===== src/rtl/rename_wide.sv =====
// Register renaming stage: maps GPR/FPR operands onto in-flight ROB ids using a
// valid/id map table, with intra-group bypass, commit clearing and flush.
module rename_wide #(
  parameter int ROB_DEPTH = 16,
  parameter int DEC_WIDTH = 2,
  parameter int COM_WIDTH = 2,
  parameter int NREG      = 32,
  localparam int ROB      = $clog2(ROB_DEPTH),
  localparam int NREG_W   = $clog2(NREG),
  localparam int AW       = (NREG_W > ROB) ? NREG_W : ROB,
  localparam int RF_W     = 2 + AW
) (
  input  logic                                clk,
  input  logic                                reset,
  input  logic                                flush_,
  input  logic [DEC_WIDTH-1:0]                dec_e_,
  input  logic [DEC_WIDTH-1:0]                dec_invalid,
  input  logic [DEC_WIDTH-1:0][RF_W-1:0]      dec_rd,
  input  logic [DEC_WIDTH-1:0][RF_W-1:0]      dec_rs1,
  input  logic [DEC_WIDTH-1:0][RF_W-1:0]      dec_rs2,
  input  logic [ROB-1:0]                      dec_rob_id,
  output logic [DEC_WIDTH-1:0]                ren_e_,
  output logic [DEC_WIDTH-1:0][RF_W-1:0]      ren_rd,
  output logic [DEC_WIDTH-1:0][RF_W-1:0]      ren_rs1,
  output logic [DEC_WIDTH-1:0][RF_W-1:0]      ren_rs2,
  input  logic [COM_WIDTH-1:0]                commit_e_,
  input  logic [COM_WIDTH-1:0][ROB-1:0]       com_rob_id
);

  // Operand type encoding in the top two bits of a RegFile_t field.
  localparam logic [1:0] TYPE_GPR = 2'd0;
  localparam logic [1:0] TYPE_FPR = 2'd1;
  localparam logic [1:0] TYPE_ROB = 2'd2;

  logic [1:0][NREG-1:0]           map_valid_q, map_valid_d, valid_eff;
  logic [ROB-1:0]                 map_id_q [2][NREG];
  logic [ROB-1:0]                 map_id_d [2][NREG];

  logic [DEC_WIDTH-1:0]           ren_e_q, ren_e_d;
  logic [DEC_WIDTH-1:0][RF_W-1:0] ren_rd_q, ren_rd_d;
  logic [DEC_WIDTH-1:0][RF_W-1:0] ren_rs1_q, ren_rs1_d;
  logic [DEC_WIDTH-1:0][RF_W-1:0] ren_rs2_q, ren_rs2_d;

  logic [DEC_WIDTH-1:0]           active, producer;
  logic [DEC_WIDTH-1:0][ROB-1:0]  slot_id;
  logic [RF_W-1:0]                op, res;

  function automatic logic renameable(input logic [RF_W-1:0] f);
    return ((f[RF_W-1 -: 2] == TYPE_GPR) && (f[AW-1:0] != '0)) ||
           (f[RF_W-1 -: 2] == TYPE_FPR);
  endfunction

  function automatic logic [RF_W-1:0] rob_op(input logic [ROB-1:0] id);
    return {TYPE_ROB, AW'(id)};
  endfunction

  always_comb begin
    valid_eff = map_valid_q;
    active    = '0;
    producer  = '0;
    slot_id   = '0;
    op        = '0;
    res       = '0;
    ren_e_d   = '1;
    ren_rd_d  = '0;
    ren_rs1_d = '0;
    ren_rs2_d = '0;

    // Commit clears are visible to this cycle's lookups.
    for (int unsigned t = 0; t < 2; t++)
      for (int unsigned a = 0; a < NREG; a++)
        for (int unsigned p = 0; p < COM_WIDTH; p++)
          if (!commit_e_[p] && map_valid_q[t][a] && (map_id_q[t][a] == com_rob_id[p]))
            valid_eff[t][a] = 1'b0;

    for (int unsigned i = 0; i < DEC_WIDTH; i++) begin
      slot_id[i]  = dec_rob_id + ROB'(i);
      active[i]   = !dec_e_[i] && flush_;
      producer[i] = active[i] && !dec_invalid[i] && renameable(dec_rd[i]);
    end

    for (int unsigned i = 0; i < DEC_WIDTH; i++) begin
      for (int unsigned k = 0; k < 2; k++) begin
        op  = (k == 0) ? dec_rs1[i] : dec_rs2[i];
        res = op;
        if (renameable(op)) begin
          if (valid_eff[op[RF_W-2]][op[NREG_W-1:0]])
            res = rob_op(map_id_q[op[RF_W-2]][op[NREG_W-1:0]]);
          // Later (younger) matching producers override, so the youngest wins.
          for (int unsigned j = 0; j < DEC_WIDTH; j++)
            if (j < i && producer[j] && (dec_rd[j] == op))
              res = rob_op(slot_id[j]);
        end
        if (active[i]) begin
          if (k == 0) ren_rs1_d[i] = res;
          else        ren_rs2_d[i] = res;
        end
      end
      if (active[i]) begin
        ren_e_d[i]  = 1'b0;
        ren_rd_d[i] = producer[i] ? rob_op(slot_id[i]) : dec_rd[i];
      end
    end
  end

  always_comb begin
    map_valid_d = flush_ ? valid_eff : '0;
    map_id_d    = map_id_q;
    // Writes applied oldest to youngest, after commit clears.
    for (int unsigned i = 0; i < DEC_WIDTH; i++)
      if (producer[i]) begin
        map_valid_d[dec_rd[i][RF_W-2]][dec_rd[i][NREG_W-1:0]] = 1'b1;
        map_id_d[dec_rd[i][RF_W-2]][dec_rd[i][NREG_W-1:0]]    = slot_id[i];
      end
  end

  always_ff @(posedge clk or posedge reset) begin
    if (reset) begin
      map_valid_q <= '0;
      for (int unsigned t = 0; t < 2; t++)
        for (int unsigned a = 0; a < NREG; a++)
          map_id_q[t][a] <= '0;
      ren_e_q   <= '1;
      ren_rd_q  <= '0;
      ren_rs1_q <= '0;
      ren_rs2_q <= '0;
    end else begin
      map_valid_q <= map_valid_d;
      map_id_q    <= map_id_d;
      ren_e_q     <= ren_e_d;
      ren_rd_q    <= ren_rd_d;
      ren_rs1_q   <= ren_rs1_d;
      ren_rs2_q   <= ren_rs2_d;
    end
  end

  assign ren_e_  = ren_e_q;
  assign ren_rd  = ren_rd_q;
  assign ren_rs1 = ren_rs1_q;
  assign ren_rs2 = ren_rs2_q;

endmodule


===== config.mk =====
export PLATFORM = sky130hd
export DESIGN_NAME = rename_wide
export DESIGN_NICKNAME = d
export VERILOG_FILES = /design/src/rtl/rename_wide.sv
export SDC_FILE = /design/constraint.sdc
export NUM_CORES = 2
export LEC_CHECK = 0
export CAP_MARGIN = 20
export CORE_MARGIN = 5
export CORE_UTILIZATION = 58
export CTS_CLUSTER_DIAMETER = 120
export DETAILED_ROUTE_END_ITERATION = 8
export PLACE_DENSITY = 0.77
export SLEW_MARGIN = 5
export SYNTH_ARGS = -nofsm -noshare
export SYNTH_HDL_FRONTEND = slang
export SYNTH_SLANG_ARGS = --single-unit

===== constraint.sdc =====
create_clock -name clk -period 11.1 [get_ports clk]
set_input_delay 1.665 -clock clk [delete_from_list [all_inputs] [get_ports clk]]
set_output_delay 1.665 -clock clk [all_outputs]
set_load 0.01 [all_outputs]

# ---- Yosys cells after proc, flatten, opt, wreduce, memory -nomap -nowiden
# Cells that the tools add are included.
dict set report totals {
  ram_bits 0
  n_memories 0
  latch_bits 0
  wordCells 769
  input_bits 63
  mem_bits_ro 0
  ff_bits 364
}
dict set report op_classes {
  bitwise_logic 14
  order_cmp 32
  shifts 0
  mul 0
  add_sub_neg 1
  div 0
  reduce_logical 302
  n_eq_ne 136
  mux 211
}
# cell n
set op_table {}
lappend op_table {{128-bit 2-to-1 mux} 14}
lappend op_table {{256-bit bitwise mux} 2}
lappend op_table {{4-bit equality test} 128}
lappend op_table {{256-bit 2-to-1 mux} 2}
lappend op_table {{32-bit 2-to-1 mux} 10}
lappend op_table {{1-bit logical AND} 278}
lappend op_table {{128-bit demux with 1-bit select} 2}
lappend op_table {{64-bit 2-to-1 mux} 3}
lappend op_table {{1-bit 2-to-1 mux} 136}
lappend op_table {{64-bit bitwise OR} 2}
lappend op_table {{7-bit 2-to-1 mux} 18}
lappend op_table {{4-bit binary-select mux with 5-bit select} 4}
lappend op_table {{32-bit demux with 1-bit select} 2}
lappend op_table {{4-bit demux with 5-bit select} 2}
lappend op_table {{4-bit 2-to-1 mux} 10}
lappend op_table {{6-bit >= comparator (second input constant)} 6}
lappend op_table {{5-bit by 6-bit less-than comparator with 1-bit output (second input constant)} 6}
lappend op_table {{5-bit NOT with 6-bit output} 6}
lappend op_table {{5-bit nonzero test} 6}
lappend op_table {{1-bit binary-select mux with 5-bit select} 4}
lappend op_table {{7-bit equality test} 2}
lappend op_table {{2-bit by 1-bit equality test with 1-bit output (second input constant)} 6}
lappend op_table {{2-bit >= comparator (second input constant)} 6}
lappend op_table {{2-bit logical NOT} 6}
lappend op_table {{10 further kinds} 35}

# ---- Longest topological paths before layout
dict set report depth {
  ltp_word 13
  ltp_mapped 14
}

# ---- Least setup slack after synthesis
# Ideal clock, no wire load.
dict set report synth_path {
  kind {input -> register}
  start {input port dec_rs2[0] in the netlist's numbering}
  end {register ren_rs2_q (netlist bit ren_rs2[0])}
  arrival_time_ns 4.218
  slack_ns 6.749
  setup_time_ns 0.133
  stages 8
  path_buffers 3
  path_cell_list {buf_2 > buf_2 > buf_1 > mux4_2 > mux4_2 > mux4_2 > nand2_1 > mux2i_1}
}
# element line_no
set synth_rtl {}
lappend synth_rtl {{start: declaration} 20} ;# input logic [DEC_WIDTH-1:0][RF_W-1:0] dec_rs2,
lappend synth_rtl {{end signal: assignment} 133} ;# ren_rs2_q <= ren_rs2_d;
lappend synth_rtl {{end: declaration} 42} ;# logic [DEC_WIDTH-1:0][RF_W-1:0] ren_rs2_q, ren_rs2_d;

==> impl_metrics.json <==
{
  "final_nets": 3715,
  "netlist_area_um2": 35170,
  "pre_cts_ws_ns": 4.021,
  "setup_violations": 0,
  "rsz0062_at_grt": "false",
  "ys_seq_area_share_pct": 25.91,
  "crit_path_top_delay_cell": "nor2_2",
  "clk_path_buf_depth": 3,
  "grt_max_degree": 161,
  "cts_root_buffer": "clkbuf_16",
  "antenna_found_initial": 13,
  "area_delta_synth_final_pct": 5.878,
  "die_w_um": 256.2,
  "sw_frac_of_total_pct": 35.14,
  "grt_pass1_vias": 32180,
  "syn-instance-count": 3833,
  "critPathMaxStageDelay_ns": 0.95,
  "via_per_inst": 7.713,
  "worst_slack_ns": 5.069,
  "tightestPinTransition_ns": 1.314,
  "layout-drive-gt1-share_pct": 15.34,
  "cap_violations": 0,
  "ir_worst_vdd_uv": 94.51,
  "fin_tns_setup_ns": 0,
  "synthFlopType": "dfrtp_1",
  "synth_most_common_cell": "nor2_1",
  "drc_errors": 0,
  "clock.fmax_ghz": 0.1658,
  "hold_buffers": 0,
  "vias": 34450,
  "switchingPower_mw": 1.412,
  "min_period_ns": 6.031,
  "clock_skew_ns": 0.01536,
  "yosys.area.top_type": "dfrtp_1",
  "cts_setup_buffers": 0,
  "ant_nets": 0,
  "finish.utilization_pct": 61.80,
  "stdcell_count": 4467,
  "io_buffers": 106,
  "power_frac_clock_pct": 33.4,
  "dp_hpwl_um": 99110,
  "p_comb_share_pct": 27.3,
  "wl_um": 152200,
  "critical_path.top_delay_family": "simple AND/OR/NAND/NOR gates",
  "total_power_mw": 4.017,
  "synth_top_area_share_pct": 25.76,
  "arrival_ns": 6.54,
  "rows": 90,
  "ctsResizeCount": 0,
  "hold_violations": 0,
  "crit_path_end_kind": "flop",
  "maxSlewHeadroom_pct": 12.16,
  "io_pins": 107,
  "p_seq_share_pct": 39.3,
  "cp_cell_sequence": "buf_2 -> buf_4 -> inv_2 -> buf_4 -> nor2_1 -> inv_1 -> nor3_1 -> nand2b_1 -> nor2_2 -> nand2_1 -> o21ai_0 -> o22ai_1 -> nor2_1",
  "status": "finished clean",
  "synth-seq-cells": 364,
  "power.density_nw_per_um2": 107.9,
  "syn_nets": 3897,
  "clk_pin_slew_ns": 0.06,
  "grt_pass1_wl_um": 221000,
  "cts_buffers": 41,
  "htree_levels": 2,
  "p_int_mw": 2.605,
  "wire_per_inst_um": 34.08,
  "synth_area_per_cell_um2": 9.175,
  "synth-edff-count": 0,
  "drv_slew": 0,
  "die_h_um": 256.2,
  "startpoint_type": "input pin",
  "dieArea_um2": 65660,
  "yosys-top-cells-area": "dfrtp_1 26%, mux4_2 20%, xnor2_1 8.8%, nor2_1 5.6%, xor2_1 4.3%",
  "dp_cells": 4381,
  "initial_core_util_pct": 58.37,
  "cts_sinks": 364,
  "crit_buf_inv": 5,
  "yosysWarnings": 0,
  "hp-class": "flop to flop",
  "leakagePower_nw": 14.51,
  "worstSetupPathType": "input pin to flop",
  "grt_usage_pct": 44.75,
  "first_iter_violations": 6078,
  "fin_crit_sh_pct": 54.33,
  "cts_tree": "done",
  "path_max_fanout": 40,
  "gp_congestion": 1.092,
  "core_um2": 60250,
  "overflow": 0,
  "clk_latency_ns": 0.60,
  "async_reset_ff_share_pct": 100.0,
  "firstDrtPassIters": 8,
  "required_ns": 11.61,
  "ys_types": 88,
  "synthTopCellsByCount": "520 x nor2_1, 368 x nand2_1, 362 x dfrtp_1, 353 x xnor2_1, 318 x mux4_2"
}
flip-flops by register name, summed over array words and instances, names as in the netlist:
register,count
map_id_q,256
map_valid_q,64
ren_e_,2
ren_rd,14
ren_rs1,14
ren_rs2,14
kinds of logic after synthesis:
logic type	Yosys count	synth area share (%)
flip-flops	364	25.91
buffers and inverters	452	6.052
adder cells (fa/ha/maj)	1	0.03557
XOR/XNOR	528	13.21
multiplexers	480	25.05
AO/OA/AOI/OAI	695	13.37
AND/OR/NAND/NOR	1313	16.37
worst paths after layout:
path | start | endpoint | slack (ns) | cells past startpoint
worst max-delay path | flush_ | map_id_q[166] | 5.07 | 13
worst min-delay path | map_id_q[254] | map_id_q[254] | 0.54 | 0
worst max register to register | map_id_q[14] | ren_rs2[10] | 7.36 | 11
worst min register to register | map_id_q[254] | map_id_q[254] | 0.54 | 0
max in group asynchronous | reset | map_id_q[147] | 7.52 | 4
min in group asynchronous | reset | map_id_q[74] | 1.46 | 2
metrics by stage:
stage	hold slack, ns	cell area, um2
after floorplan	0.5431	35170
after global placement	0.5109	35810
after detailed placement	0.5260	35820
after CTS	0.5318	37070
after global routing	0.5528	37210
final	0.5352	37230
layout by cell type, fill, tap and decap left out, types with 17 or more instances in the layout:
cell type | Yosys | final
nand4_1 | 65 | 65
xor2_1 | 172 | 172
o221ai_1 | 23 | 23
mux4_2 | 318 | 318
a211oi_1 | 18 | 18
a21oi_1 | 179 | 179
nand2_1 | 368 | 367
a21o_1 | 41 | 41
clkdlybuf4s50_1 | 0 | 80
a31oi_1 | 66 | 66
inv_1 | 25 | 24
buf_4 | 11 | 94
o22ai_1 | 74 | 74
nor2_1 | 520 | 510
o21ai_0 | 53 | 53
clkbuf_16 | 0 | 43
nor3_1 | 37 | 36
xnor2_1 | 353 | 352
o31a_1 | 31 | 31
nand2b_1 | 17 | 17
nand3_1 | 212 | 212
mux2i_1 | 140 | 140
dfrtp_1 | 362 | 362
and3_1 | 21 | 21
o211ai_1 | 84 | 84
mux2_2 | 22 | 22
layer usage:
layer	track usage, %	share of wire [%]	routed length (um)	vias to the layer above
met5	0	0.055	83	-
met4	35.67	10	15800	12
met1	53.86	32	48400	16290
met3	21.37	18	27390	1029
met2	61.03	40	60560	3495
li1	-	-	-	13630
worst reg2reg max path: stages, from the launching register on:
cell	delay, ns
dfrtp_1	0.53
xor2_1	0.18
nor2_1	0.06
nand4_1	0.11
o311ai_1	0.16
buf_4	0.22
o21ai_0	0.40
o22ai_1	0.15
or4_1	0.76
o21a_1	0.29
o21ai_0	0.53
a31oi_1	0.19
final cells by class:
cell class / count / area, um2
antenna: 9 / 22.52
clock buffer: 63 / 1211
clock inverter: 5 / 33.78
fill: 5004 / 23010
inverter: 31 / 120.1
multi-input combinational: 3017 / 24000
sequential: 364 / 9111
tap: 782 / 978.4
timing repair buffer: 196 / 1760
power groups by stage:
stage	sequential, mW	clock (mW)	combinational, mW
6_report	1.58	1.34	1.09
3_3_place_gp	1.59	0	1.02
5_1_grt	1.59	1.38	1.12
3_5_place_dp	1.59	0	1.03
2_1_floorplan	1.51	0	0.783
4_1_cts	1.57	1.34	1.04
(Power assumes the default switching activity.)
